==> config.mk <==
export PLATFORM = sky130hd
export DESIGN_NAME = count_display_mux
export DESIGN_NICKNAME = d
export VERILOG_FILES = /design/src/rtl/count_display_mux_pkg.sv /design/src/rtl/count_display_mux_bin2bcd_seq.sv /design/src/rtl/count_display_mux.sv
export SDC_FILE = /design/constraint.sdc
export NUM_CORES = 1
export LEC_CHECK = 0
export CORE_MARGIN = 1
export CORE_UTILIZATION = 25
export DETAILED_ROUTE_END_ITERATION = 10
export HOLD_SLACK_MARGIN = 0.1
export SLEW_MARGIN = 25
export SYNTH_ARGS = -nofsm -noshare
export SYNTH_HDL_FRONTEND = slang
export SYNTH_HIERARCHICAL = 1
export SYNTH_SLANG_ARGS = --single-unit
==> constraint.sdc <==
create_clock -name clk -period 2.49 [get_ports clk]
set_clock_uncertainty 0.1 [all_clocks]
set_input_delay 0.498 -clock clk [delete_from_list [all_inputs] [get_ports clk]]
set_output_delay 0.498 -clock clk [all_outputs]
set_load 0.05 [all_outputs]
==> src/rtl/count_display_mux_pkg.sv <==
// Shared constants and helpers for the count display path: segment codes,
// conversion FSM states and constant-width helpers.
package count_display_mux_pkg;

    // {g,f,e,d,c,b,a}, active-low
    localparam logic [6:0] SEG_0     = 7'b1000000;
    localparam logic [6:0] SEG_1     = 7'b1111001;
    localparam logic [6:0] SEG_2     = 7'b0100100;
    localparam logic [6:0] SEG_3     = 7'b0110000;
    localparam logic [6:0] SEG_4     = 7'b0011001;
    localparam logic [6:0] SEG_5     = 7'b0010010;
    localparam logic [6:0] SEG_6     = 7'b0000010;
    localparam logic [6:0] SEG_7     = 7'b1111000;
    localparam logic [6:0] SEG_8     = 7'b0000000;
    localparam logic [6:0] SEG_9     = 7'b0010000;
    localparam logic [6:0] SEG_BLANK = 7'b1111111;

    typedef enum logic [1:0] {IDLE, SHIFT, COMMIT} state_t;

    // Never returns 0 so single-value counters still get a 1-bit register.
    function automatic int clog2(input int n);
        int r;
        r = 0;
        while ((1 << r) < n) r++;
        if (r == 0) r = 1;
        return r;
    endfunction

    function automatic longint pow10(input int n);
        longint p;
        p = 1;
        for (int i = 0; i < n; i++) p = p * 10;
        return p;
    endfunction

    function automatic logic [6:0] seg_decode(input logic [3:0] d);
        case (d)
            4'd0:    return SEG_0;
            4'd1:    return SEG_1;
            4'd2:    return SEG_2;
            4'd3:    return SEG_3;
            4'd4:    return SEG_4;
            4'd5:    return SEG_5;
            4'd6:    return SEG_6;
            4'd7:    return SEG_7;
            4'd8:    return SEG_8;
            4'd9:    return SEG_9;
            default: return SEG_BLANK;
        endcase
    endfunction

endpackage

==> src/rtl/count_display_mux_bin2bcd_seq.sv <==
// Sequential double-dabble converter: one shift per cycle, WIDTH shifts,
// then a COMMIT cycle that flags the finished BCD on done.
module bin2bcd_seq
    import count_display_mux_pkg::*;
#(
    parameter int WIDTH  = 8,
    parameter int DIGITS = 4
) (
    input  logic                  clk,
    input  logic                  rst,
    input  logic                  start,
    input  logic [WIDTH-1:0]      bin,
    output logic                  busy,
    output logic                  done,
    output logic [DIGITS*4-1:0]   bcd
);
    localparam int BW = DIGITS * 4;
    localparam int CW = clog2(WIDTH + 1);

    state_t           state, state_nxt;
    logic [WIDTH-1:0] shreg;
    logic [BW-1:0]    scratch, adj;
    logic [CW-1:0]    bitcnt;

    always_ff @(posedge clk or posedge rst) begin
        if (rst) state <= IDLE;
        else     state <= state_nxt;
    end

    always_comb begin
        state_nxt = state;
        busy      = (state != IDLE);
        done      = 1'b0;
        case (state)
            IDLE:    if (start) state_nxt = SHIFT;
            SHIFT:   if (bitcnt == CW'(1)) state_nxt = COMMIT;
            COMMIT: begin
                done      = 1'b1;
                state_nxt = IDLE;
            end
            default: state_nxt = IDLE;
        endcase
    end

    // add-3 correction applied before each shift
    always_comb begin
        adj = scratch;
        for (int i = 0; i < DIGITS; i++) begin
            if (scratch[4*i +: 4] >= 4'd5) adj[4*i +: 4] = scratch[4*i +: 4] + 4'd3;
        end
    end

    always_ff @(posedge clk or posedge rst) begin
        if (rst) begin
            shreg   <= '0;
            scratch <= '0;
            bitcnt  <= '0;
        end else begin
            case (state)
                IDLE: if (start) begin
                    shreg   <= bin;
                    scratch <= '0;
                    bitcnt  <= CW'(WIDTH);
                end
                SHIFT: begin
                    {scratch, shreg} <= {adj, shreg} << 1;
                    bitcnt           <= bitcnt - CW'(1);
                end
                default: ;
            endcase
        end
    end

    assign bcd = scratch;

endmodule

==> src/rtl/count_display_mux.sv <==
// Captures the counter value, converts it to BCD and scans the digits onto a
// common-anode 7-segment display with optional leading-zero blanking.
module count_display_mux
    import count_display_mux_pkg::*;
#(
    parameter int WIDTH       = 8,
    parameter int DIGITS      = 4,
    parameter int REFRESH_DIV = 16,
    parameter int BLANK_LZ    = 1
) (
    input  logic              clk,
    input  logic              rst,
    input  logic [WIDTH-1:0]  value,
    input  logic              load,
    output logic              busy,
    output logic [6:0]        seg,
    output logic [DIGITS-1:0] an,
    output logic              dp
);
    localparam int RW = clog2(REFRESH_DIV);
    localparam int IW = clog2(DIGITS);

    if ((longint'(1) << WIDTH) > pow10(DIGITS)) begin : g_width_chk
        $error("WIDTH too large for DIGITS");
    end
    if (REFRESH_DIV < 2) begin : g_div_chk
        $error("REFRESH_DIV must be >= 2");
    end

    logic [DIGITS*4-1:0] conv_bcd, disp;
    logic                conv_done;
    logic [RW-1:0]       ref_cnt;
    logic [IW-1:0]       dig_idx;
    logic [DIGITS:0]     zero_from;
    logic [3:0]          nib;
    logic                blank_cur;
    logic [6:0]          seg_nxt;
    logic [DIGITS-1:0]   an_nxt;

    bin2bcd_seq #(.WIDTH(WIDTH), .DIGITS(DIGITS)) u_conv (
        .clk   (clk),
        .rst   (rst),
        .start (load),
        .bin   (value),
        .busy  (busy),
        .done  (conv_done),
        .bcd   (conv_bcd)
    );

    always_ff @(posedge clk or posedge rst) begin
        if (rst)            disp <= '0;
        else if (conv_done) disp <= conv_bcd;
    end

    always_ff @(posedge clk or posedge rst) begin
        if (rst) begin
            ref_cnt <= '0;
            dig_idx <= '0;
        end else if (ref_cnt == RW'(REFRESH_DIV - 1)) begin
            ref_cnt <= '0;
            dig_idx <= (dig_idx == IW'(DIGITS - 1)) ? '0 : dig_idx + IW'(1);
        end else begin
            ref_cnt <= ref_cnt + RW'(1);
        end
    end

    // zero_from[k]: digit k and every digit above it are zero
    always_comb begin
        zero_from         = '0;
        zero_from[DIGITS] = 1'b1;
        for (int k = DIGITS - 1; k >= 0; k--)
            zero_from[k] = zero_from[k+1] && (disp[4*k +: 4] == 4'd0);
    end

    always_comb begin
        nib       = '0;
        blank_cur = 1'b0;
        an_nxt    = '1;
        for (int k = 0; k < DIGITS; k++) begin
            if (dig_idx == IW'(k)) begin
                nib       = disp[4*k +: 4];
                blank_cur = (BLANK_LZ != 0) && (k != 0) && zero_from[k];
                an_nxt[k] = 1'b0;
            end
        end
        seg_nxt = blank_cur ? SEG_BLANK : seg_decode(nib);
    end

    always_ff @(posedge clk or posedge rst) begin
        if (rst) begin
            seg <= SEG_BLANK;
            an  <= '1;
        end else begin
            seg <= seg_nxt;
            an  <= an_nxt;
        end
    end

    assign dp = 1'b1;

endmodule

After elaboration in Yosys (flattened, before gate mapping)
Memory sizes are Yosys's and may differ from the RTL's.
Index checks and enable logic that the tools add are counted.

word-level totals
  word-level logic and storage cells = 69
  bits in read-only memories = 112
  bits of input ports = 11
  memories kept = 1
  register bits = 63
  output and inout port bits = 13

cells by class
  equality and inequality tests = 9
  muxes and demuxes = 28
  add/sub/neg operators = 7
  reduce and logical (&&, ||, !) cells = 11
  magnitude comparators = 4

memories
  memory           depth  bits a word  read ports  clocked after Yosys merged registers in  wr ports  RTL line                     text
  (no name shown)  16     7            1           0                                        0         count_display_mux_pkg.sv:37  case (d)

operator list
  operator                                                                count
  4-bit 2-to-1 mux                                                        9
  16-bit case mux with 2 select lines                                     1
  4-bit by 3-bit >= comparator with 1-bit output (second input constant)  4
  16-bit 2-to-1 mux                                                       1
  8-bit case mux with 2 select lines                                      1
  4-bit by 2-bit adder with 4-bit output (second input constant)          3
  4-bit zero test                                                         3
  1-bit 2-to-1 mux                                                        8
  8-bit 2-to-1 mux                                                        1
  4-bit case mux with 2 select lines                                      1
  7-bit 2-to-1 mux                                                        1
  2-bit == test (second input constant)                                   3
  2-bit 2-to-1 mux                                                        3
  4-bit by 1-bit adder with 4-bit output (second input constant)          1
  2-bit by 1-bit == test with 1-bit output (second input constant)        2
  4-bit by 1-bit == test with 1-bit output (second input constant)        1
  4-bit == test (second input constant)                                   1
  2-bit zero test                                                         2
  2-bit case mux with 2 select lines                                      1
  2-bit AND reduction                                                     2
  2-bit nonzero test                                                      2
  4-bit by 1-bit subtractor with 4-bit output (second input constant)     1
  3-bit by 2-bit adder with 3-bit output (second input constant)          1
  3-bit 2-to-1 mux                                                        1
  4 further kinds                                                         5

Depth between registers and ports, before layout
Gate-level depths: netlist of the first run.

  word-level depth = 7
  mapped depth = 10

By module
Netlist of the first run, hierarchy kept.

by module, submodules not included
  module             area each (um^2)  times used  cells an instance
  bin2bcd_seq        1736.7            1           176
  count_display_mux  1546.5            1           129

Worst setup path before layout of the first run
OpenSTA, ideal clock, no wires.

  path type = register to register
  start point = reg dig_idx[0]
  end point = reg seg[6]
  data arrival time = 2.032 ns
  setup time = 0.073 ns
  cell stages (with the launch flop) = 10
  clock period less this slack = 2.205 ns
  slack = 0.285 ns
  cell sequence = dfrtp_1 -> inv_1 -> ha_1 -> clkbuf_1 -> a211oi_1 -> a211oi_2 -> ha_1 -> inv_1 -> mux2_2 -> a21oi_1

on the way
  longest elaborated chain between the ends = 7

ends and longest elaborated chain
  item                           RTL line                 text
  start, declared                count_display_mux.sv:33  logic [IW-1:0] dig_idx;
  start signal, assigned         count_display_mux.sv:61  dig_idx <= (dig_idx == IW'(DIGITS - 1)) ? '0 : dig_idx + IW'(1);
  2-bit zero test                count_display_mux.sv:80  if (dig_idx == IW'(k)) begin
  4-bit 2-to-1 mux (4 in a row)  count_display_mux.sv:80
  memory 16 x 7 bit              n/a
  7-bit 2-to-1 mux (*)           count_display_mux.sv:86  seg_nxt = blank_cur ? SEG_BLANK : seg_decode(nib);
  via seg_nxt[6]                 count_display_mux.sv:37  logic [6:0] seg_nxt;
  end signal, assigned           count_display_mux.sv:94  seg <= seg_nxt;
  end, declared                  count_display_mux.sv:16  output logic [6:0] seg,

The timed path passes the listed nets; every way through them passes the cells marked *.
A chain may end at the register's enable or synchronous reset.

Worst setup path in the final report of the first run
Ends and elaborated chain as after synthesis.

==> qor.yml, run 1 <==
outcome: "finished, final reports clean"
cts_buffer_depth: 2
grt_pass1_vias: 2366
gp_congestion: 0.822
yosysSeqAreaShare: 0.484
fp.dieW_um: 117
critPathMaxStageDelay_ns: 0.42
drt-vias-per-instance: 4.64
tightest_slew_ns: 0.630
synth_edf_count: 0
dp_cells: 494
fin_crit_ns: 2.25
critPathRequiredTime_ns: 2.64
worst_ep_arrival_time_ns: 2.40
fin_cells: 510
die_height_um: 117
cp_cell_sequence: "inv_1 -> ha_1 -> a211oi_2 -> a221o_1 -> inv_1 -> ha_1 -> inv_1 -> mux2_2 -> a21oi_1"
synth_area_leader_cell: "dfrtp_1"
worst-path-buf-inv: 3
async_flop_share: 1.00
cts.clk_slew.worst_paths_ns: 0.05
syn-num-nets: 332
period_share: 0.904
grt_max_degree: 31
die_area_um2: 13600
slew_viol_final: 0
critPathSlowestCell: "dfrtp_1"
finalHoldViolCount: 0
setup.worst_path.start_class: "register"
antenna_left: 0
p_leak_nw: 1.74
yosysTopAreaCellShare: 0.396
synth.most_common_cell: "dfrtp_1"
antenna_cells: 0
path_class: "reg -> reg"
drtPass1Iterations: 4
hold_class: "reg -> reg"
holdPathStages: 1
antenna_found_initial: 0
synth.avg_cell_area_um2: 10.8
reg2reg_depth: 9
critPathCaptureType: "register"
rsz0062_at_grt: "no"
crit_cells: 9
critical_path.top_delay_family: "compound AO/OA/AOI/OAI gates"
drive_above_1_share: 0.172
cts_tree: "built"
synth_top_cells_by_count: "dfrtp_1, inv_1, nand2_1"
ys_seq_elements: 63
route.detailed.drc: 0
yosysWarnings: 6
clock_latency_ns: 0.32
cp-startpoint: "dig_idx[0]"
p_per_area_nw_per_um2: 1220
place_area_um2: 3700
pin_count: 24
area_delta_synth_final_pct: 21.8
hpwlAfterDp_mm: 4.56
numCtsBuffers: 9
postCtsSetupBuffers: 0
max_freq_mhz: 444
critPathMaxFanout: 9
syn-instance-count: 305
layout.nets: 360
rows: 41
power_mw: 4.88
finalSetupViolations: 0
cap_viol_max_count: 0
hold_start: "ref_cnt[0]"
design_area_um2: 4000
ff2ff_setup_slack_ns: 0.24
cts_sinks: 63
grt_usage: 0.106
wl_per_cell_um: 12.7
slew-limit-headroom: 0.579
first_iter_violations: 95
rr_endpoint: "seg[6]"
synth_area_leaders: "dfrtp_1, dfstp_2, ha_1, mux2_2, inv_1"
core_area_um2: 12700
htreeDepth: 3
synth_area_um2: 3280
grt_overflow: 0
min_to: "ref_cnt[0]"
via_count: 2368
r2r_start: "dig_idx[0]"
post-route-util: 0.314
grt_pass1_wl_mm: 11.2
irDropWorstVdd_v: 0.000482
portBuffers: 22
setup-tns-final_ns: 0
fill_cells: 1339
yosysUniqueCellTypes: 53
routed_wl_mm: 6.46
crit_path_frequent_cell: "inv_1"
initial_utilization: 0.258
cts_root_buf: "clkbuf_16"
ys.flop_type: "dfrtp_1"
## logic make-up (layout without fill, tap and decap cells)
logic type | Yosys count | count (layout) | synth area share
XOR/XNOR | 4 | 4 | 0.0107
multiplexers | 18 | 18 | 0.0610
buffers and inverters | 46 | 79 | 0.0663
adder cells (fa/ha/maj) | 16 | 16 | 0.0610
AND/OR/NAND/NOR | 70 | 70 | 0.124
AO/OA/AOI/OAI | 87 | 87 | 0.191
flip-flops | 63 | 63 | 0.484
other | 1 | 1 | 0.00114
## stage by stage
stage / worst slack [ns] / hold slack [ns]
after detailed placement: 0.179 / 0.372
after floorplan: 0.285 / 0.348
after CTS: 0.165 / 0.383
after global routing: 0.117 / 0.427
final: 0.239 / 0.386
after global placement: 0.263 / 0.363
## how the worst max path moves through the flow
stage,to,slack [ns]
2_1_floorplan,seg[6],0.29
3_3_place_gp,seg[6],0.26
3_5_place_dp,seg[6],0.18
4_1_cts,seg[6],0.17
5_1_grt,seg[6],0.12
6_report,seg[6],0.24
## sequential cells by signal, indices dropped and copies added, names as in the netlist
name / flops
u_conv/shreg: 8
u_conv/state: 2
disp: 16
u_conv/bcd: 16
u_conv/bitcnt: 4
dig_idx: 2
ref_cnt: 4
an: 4
seg: 7
## repair_timing
item | CTS | global route
endpoints found under the setup margin | 0 | 1
hold buffers | 0 | 0
gates resized for setup | 0 | 1
## placed cells by master, fill, tap and decap left out, types with 5 or more instances in the layout
| master | count |
|---|---|
| dfrtp_1 | 52 |
| inv_1 | 32 |
| nand2_1 | 22 |
| clkdlybuf4s50_1 | 21 |
| o21ai_0 | 20 |
| mux2_2 | 16 |
| ha_1 | 15 |
| a21oi_1 | 13 |
| dfstp_2 | 11 |
| o2111ai_1 | 9 |
| clkbuf_16 | 9 |
| buf_4 | 9 |
| nor2b_1 | 7 |
| nand2b_1 | 7 |
| and3b_1 | 7 |
| o211ai_1 | 6 |
| a211oi_1 | 5 |
## worst register-to-register path, stage by stage (launching register included)
cell and delay, ns:
dfrtp_1 0.42, inv_1 0.10, ha_1 0.32, a211oi_2 0.09
a221o_1 0.38, inv_1 0.12, ha_1 0.19, inv_1 0.05
mux2_2 0.25, a21oi_1 0.15
## where the power goes
group	internal [mW]	switching, mW
combinational	0.850	1.09
sequential	1.40	0.311
clock	0.800	0.420
## cell type report
class / instances / area, um^2 / share of cell area
Clock buffer: 13 / 250 / 0.0626
Clock inverter: 3 / 42.5 / 0.0106
Inverter: 32 / 120 / 0.0300
Multi-Input combinational cell: 196 / 1480 / 0.371
Sequential cell: 63 / 1590 / 0.398
Tap cell: 172 / 215 / 0.0538
Timing Repair Buffer: 31 / 298 / 0.0745
## routing by layer
metal	vias up	wire length, um	global-route usage
met4	0	87	0.0405
met3	8	227	0.0327
met1	1162	3110	0.131
met5	-	0	0
met2	42	3040	0.174
li1	1156	-	-
Power figures use the tool's default switching activity.
==> run 2: changes to the inputs <==
--- a/config.mk
+++ b/config.mk
@@ -6,9 +6,11 @@
 export NUM_CORES = 1
 export LEC_CHECK = 0
 export CORE_MARGIN = 1
-export CORE_UTILIZATION = 25
+export CORE_UTILIZATION = 58
 export DETAILED_ROUTE_END_ITERATION = 10
+export GPL_TIMING_DRIVEN = 1
 export HOLD_SLACK_MARGIN = 0.1
+export PLACE_DENSITY = 0.79
 export SLEW_MARGIN = 25
 export SYNTH_ARGS = -nofsm -noshare
 export SYNTH_HDL_FRONTEND = slang
==> run 2 against run 1 <==
  * The flow now finishes with violations (design-rule violations)
  * Flip-flop and latch count did not move
  * Die area decreased by 56%
  * Largest power group unchanged
  * Maximum frequency decreased by 1.7%
  * Critical endpoint unchanged
  * Highest routed layer unchanged
  * Worst setup slack worse by 0.040 ns
==> qor.yml, run 2 (synthesis results as in run 1) <==
cts.clk_slew.worst_paths_ns: 0.06
gp_congestion: 0.844
switching_share: 0.379
cts_hold_buffers: 0
rsz0062_at_grt: "no"
irDropWorstVdd_v: 0.000654
routed_wl_mm: 6.24
clock_latency_ns: 0.34
max_freq_mhz: 437
r2r_start: "dig_idx[0]"
worst_ep_arrival_time_ns: 2.47
initial_utilization: 0.600
drive_above_1_share: 0.172
critPathMaxStageDelay_ns: 0.50
post_cts_resized: 0
comb_power_share: 0.409
fin_cells: 409
p_per_area_nw_per_um2: 1240
critPathCaptureType: "register"
grt_pass1_vias: 2384
first_iter_violations: 176
place_area_um2: 3550
hold_slack_ns: 0.387
drt-vias-per-instance: 5.74
p_sw_mw: 1.78
setup.worst_path.start_class: "register"
dp_cells: 393
layout.nets: 359
portBuffers: 22
multi_input_area_um2: 1480
seqCellArea_um2: 1590
area_delta_synth_final_pct: 15.7
critPathSlowestCell: "ha_1"
slew-limit-headroom: 0.606
seqPwrFrac: 0.366
violations: "design-rule violations"
grt_pass1_wl_mm: 11.1
wl_per_cell_um: 15.2
hold_start: "u_conv/shreg[6]"
holdPathStages: 2
period_share: 0.920
die_area_um2: 5970
antenna_cells: 0
reg2reg_depth: 7
cts_sinks: 63
finalHoldViolCount: 0
fill_cells: 419
fin_crit_ns: 2.29
path_class: "reg -> reg"
rows: 27
setup-tns-final_ns: 0
crit_path_frequent_cell: "ha_1"
cp-startpoint: "dig_idx[0]"
critPathMaxFanout: 16
die_height_um: 77.2
via_count: 2347
tightest_slew_ns: 0.591
cts_root_buf: "clkbuf_8"
core_area_um2: 5470
grt_max_degree: 34
route.detailed.drc: 2
p_leak_nw: 1.71
fp.dieW_um: 77.2
grt_usage: 0.240
postCtsSetupBuffers: 0
design_area_um2: 3800
cts_buffer_depth: 2
antenna_left: 0
cap_viol_max_count: 0
worst-path-buf-inv: 1
cp_cell_sequence: "ha_1 -> a211oi_1 -> a211oi_2 -> ha_1 -> inv_1 -> mux2_2 -> a21oi_1"
antenna_found_initial: 0
drtPass1Iterations: 7
critPathRequiredTime_ns: 2.66
hold_class: "reg -> reg"
critical_path.top_delay_family: "adder cells"
hpwlAfterDp_mm: 4.33
cts_tree: "built"
min_to: "u_conv/shreg[6]"
finalSetupViolations: 0
outcome: "complete, but fails checks"
pin_count: 24
ff2ff_setup_slack_ns: 0.20
htreeDepth: 3
slew_viol_final: 0
rr_endpoint: "seg[6]"
pwr-share-clk: 0.226
layout_common_cells: "dfrtp_1, inv_1, nand2_1"
power_mw: 4.69
layout_commonest_cell: "dfrtp_1"
grt_overflow: 0
numCtsBuffers: 9
intPower_mw: 2.91
==> run 2: cell count changes in the layout (fill, tap and decap cells not counted), sizes merged <==
cell      previous run  this run
clkinvlp             1         0
clkbuf              13        14
bufinv               1         2
buf                 10         9
clkinv               1         0
==> run 2: cell type report <==
cell class / count / area share
Inverter: 32 / 0.0316
Multi-Input combinational cell: 196 / 0.389
Sequential cell: 63 / 0.419
Clock buffer: 14 / 0.0481
Timing Repair Buffer: 30 / 0.0731
Tap cell: 72 / 0.0237
Clock inverter: 2 / 0.0158
==> run 2: power by group through the flow <==
stage | clock network, mW | logic (mW) | registers (mW)
after detailed placement | 0 | 1.91 | 1.73
after CTS | 1.08 | 1.93 | 1.71
after floorplan | 0 | 1.46 | 1.76
after global placement | 0 | 1.84 | 1.71
after global routing | 1.12 | 2.17 | 1.77
final | 1.06 | 1.92 | 1.72
==> run 2: worst max-delay path by stage <==
| stage | depth (start not counted) | slack (ns) | to |
|---|---|---|---|
| 2_1_floorplan | 9 | 0.29 | seg[6] |
| 3_3_place_gp | 7 | 0.28 | seg[6] |
| 3_5_place_dp | 7 | 0.26 | seg[6] |
| 4_1_cts | 1 | 0.22 | an[0] |
| 5_1_grt | 7 | 0.06 | seg[6] |
| 6_report | 7 | 0.20 | seg[6] |
==> run 2: tightest hold or removal path: cells and delay by family, from the launching register on <==
kind             cells  cell delay [ns]
AND/OR/NAND/NOR      1             0.05
flip-flops           1             0.35
AO/OA/AOI/OAI        1             0.06
==> run 2: metrics by stage <==
step / utilization / worst slack, ns
2_1_floorplan: - / 0.285
3_3_place_gp: 0.649 / 0.285
3_5_place_dp: 0.649 / 0.260
4_1_cts: 0.694 / 0.215
5_1_grt: 0.694 / 0.0572
6_report: 0.694 / 0.199
==> run 2: routing by layer <==
layer,wire [um],track usage
met1,3010,0.307
met2,2960,0.394
met3,165,0.0786
met4,99,0.0566
met5,0,0
==> run 3: changes to the inputs <==
--- a/config.mk
+++ b/config.mk
@@ -5,7 +5,7 @@
 export SDC_FILE = /design/constraint.sdc
 export NUM_CORES = 1
 export LEC_CHECK = 0
-export CORE_MARGIN = 1
+export CORE_MARGIN = 5
 export CORE_UTILIZATION = 58
 export DETAILED_ROUTE_END_ITERATION = 10
 export GPL_TIMING_DRIVEN = 1
==> run 3 against run 2 <==
  * The flow now finishes without violations
  * Global-route usage fell by 4.3 points
  * Maximum frequency up 0.93%
  * Sequential share of layout area increased by 0.63 points
  * Die area up 22%
  * Register-to-register slack better by 0.02 ns
  * First-iteration DRC count is 20% lower
  * Clock power shrank 21%
  * Critical path depth increased by 1
  * Worst setup slack better by 0.021 ns
  * Core utilization fell by 1.4 points
  * Count of clock-buffer cells in the layout is 5 lower
  * Sequential power hardly changed
  * Critical endpoint unchanged
==> qor.yml, run 3 (synthesis results as in run 1) <==
routed_wl_mm: 6.38
worst_ep_arrival_time_ns: 2.43
portBuffers: 22
cts.clk_slew.worst_paths_ns: 0.07
cap_viol_max_count: 0
fin_crit_ns: 2.27
die_height_um: 85.2
path_class: "reg -> reg"
finalSetupViolations: 0
fp.dieW_um: 85.2
cts_tree: "built"
critPathRequiredTime_ns: 2.65
grt_overflow: 0
pin_count: 24
cts_buffer_depth: 2
layout_commonest_cell: "dfrtp_1"
cts_root_buf: "clkbuf_8"
core_area_um2: 5510
finalHoldViolCount: 0
outcome: "finished, final reports clean"
p_leak_nw: 1.68
die_area_um2: 7270
grt_max_degree: 34
cts_sinks: 63
setup-tns-final_ns: 0
drtPass1Iterations: 4
drt-vias-per-instance: 5.91
cts_hold_buffers: 0
first_iter_violations: 140
clock_latency_ns: 0.33
setup_ws_ns: 0.220
rsz0062_at_grt: "no"
setup.worst_path.start_class: "register"
critPathMaxFanout: 9
preCtsSetupSlack_ns: 0.140
gp_congestion: 0.807
antenna_found_initial: 0
antenna_cells: 0
irDropWorstVdd_v: 0.000645
grt_pass1_vias: 2501
period_share: 0.912
layout.nets: 359
area_delta_synth_final_pct: 14.0
via_count: 2416
place_area_um2: 3550
cp_cell_sequence: "inv_1 -> ha_1 -> a211oi_1 -> a211oi_2 -> ha_1 -> inv_1 -> mux2_2 -> a21oi_1"
layout_common_cells: "dfrtp_1, inv_1, nand2_1"
hold_start: "u_conv/shreg[7]"
p_per_area_nw_per_um2: 1200
design_area_um2: 3740
slew-limit-headroom: 0.336
tightest_slew_ns: 0.994
numCtsBuffers: 9
hold_class: "reg -> reg"
route.detailed.drc: 0
r2r_start: "dig_idx[0]"
initial_utilization: 0.596
grt_pass1_wl_mm: 11.5
slew_viol_final: 0
wl_per_cell_um: 15.6
max_freq_mhz: 441
cp-startpoint: "dig_idx[0]"
antenna_left: 0
critPathMaxStageDelay_ns: 0.45
grt_usage: 0.198
drive_above_1_share: 0.172
rows: 27
critPathCaptureType: "register"
htreeDepth: 3
critPathSlowestCell: "a211oi_2"
hpwlAfterDp_mm: 4.53
## run 3: cell count changes in the layout (fill, tap and decap cells not counted)
| cell | delta |
|---|---|
| clkbuf_8 | -4 |
| clkinv_2 | +3 |
| clkinvlp_4 | +2 |
| bufinv_16 | -1 |
| clkbuf_1 | -1 |
| clkinv_1 | +1 |
| ha_1 | -1 |
| ha_2 | +1 |
| o21bai_1 | +1 |
| o21bai_2 | -1 |
## run 3: routing by layer
metal  track usage  vias up  wire length (um)
met4         0.105        0               148
met5             0        -                 0
li1              -     1153                 -
met3        0.0417       18               175
met2         0.301       42              3070
met1         0.265     1203              2990
## run 3: critical path, delay by kind of cell (launching register included)
kind	cells	cell delay, ns
mux	1	0.25
buf+inv	2	0.16
fa+ha+maj	2	0.56
flops	1	0.43
compound gates	3	0.70
## run 3: final cells by class
cell class / count / area, um^2
fillers: 413 / 1760
flip-flops and latches: 63 / 1590
multi-input cells: 196 / 1480
repair buffers: 30 / 278
clock buffers: 9 / 124
inverters: 32 / 120
well taps: 72 / 90.1
clock inverters: 7 / 63.8
## run 3: report_power, final
part / leakage (nW) / switching (mW) / total, mW / internal (mW)
clock: 0.0924 / 0.389 / 0.842 / 0.453
sequential: 0.788 / 0.325 / 1.73 / 1.40
combinational: 0.796 / 1.09 / 1.92 / 0.834
## run 3: path summary, 6_finish.rpt
check / end / slack [ns] / cells after the start
setup / recovery: seg[6] / 0.22 / 8
setup reg to reg: seg[6] / 0.22 / 8
max in group asynchronous: an[2] / 1.47 / 3
hold reg to reg: u_conv/shreg[7] / 0.38 / 2
min in group asynchronous: u_conv/bcd[13] / 0.47 / 3
hold / removal: u_conv/shreg[7] / 0.38 / 2
## run 3: repair_timing
item,in CTS,in global routing
setup endpoints to repair,0,1
resized for setup,0,1
setup buffers,0,0
## run 3: per-stage QoR
step                      cells  total power [mW]  utilization  hold WS, ns
after global placement      393              3.56        0.645        0.361
after floorplan             305              3.22            -        0.348
after detailed placement    393              3.66        0.645        0.370
final                       409              4.49        0.680        0.380
after CTS                   409              4.51        0.679        0.385
after global routing        409              4.86        0.680        0.409
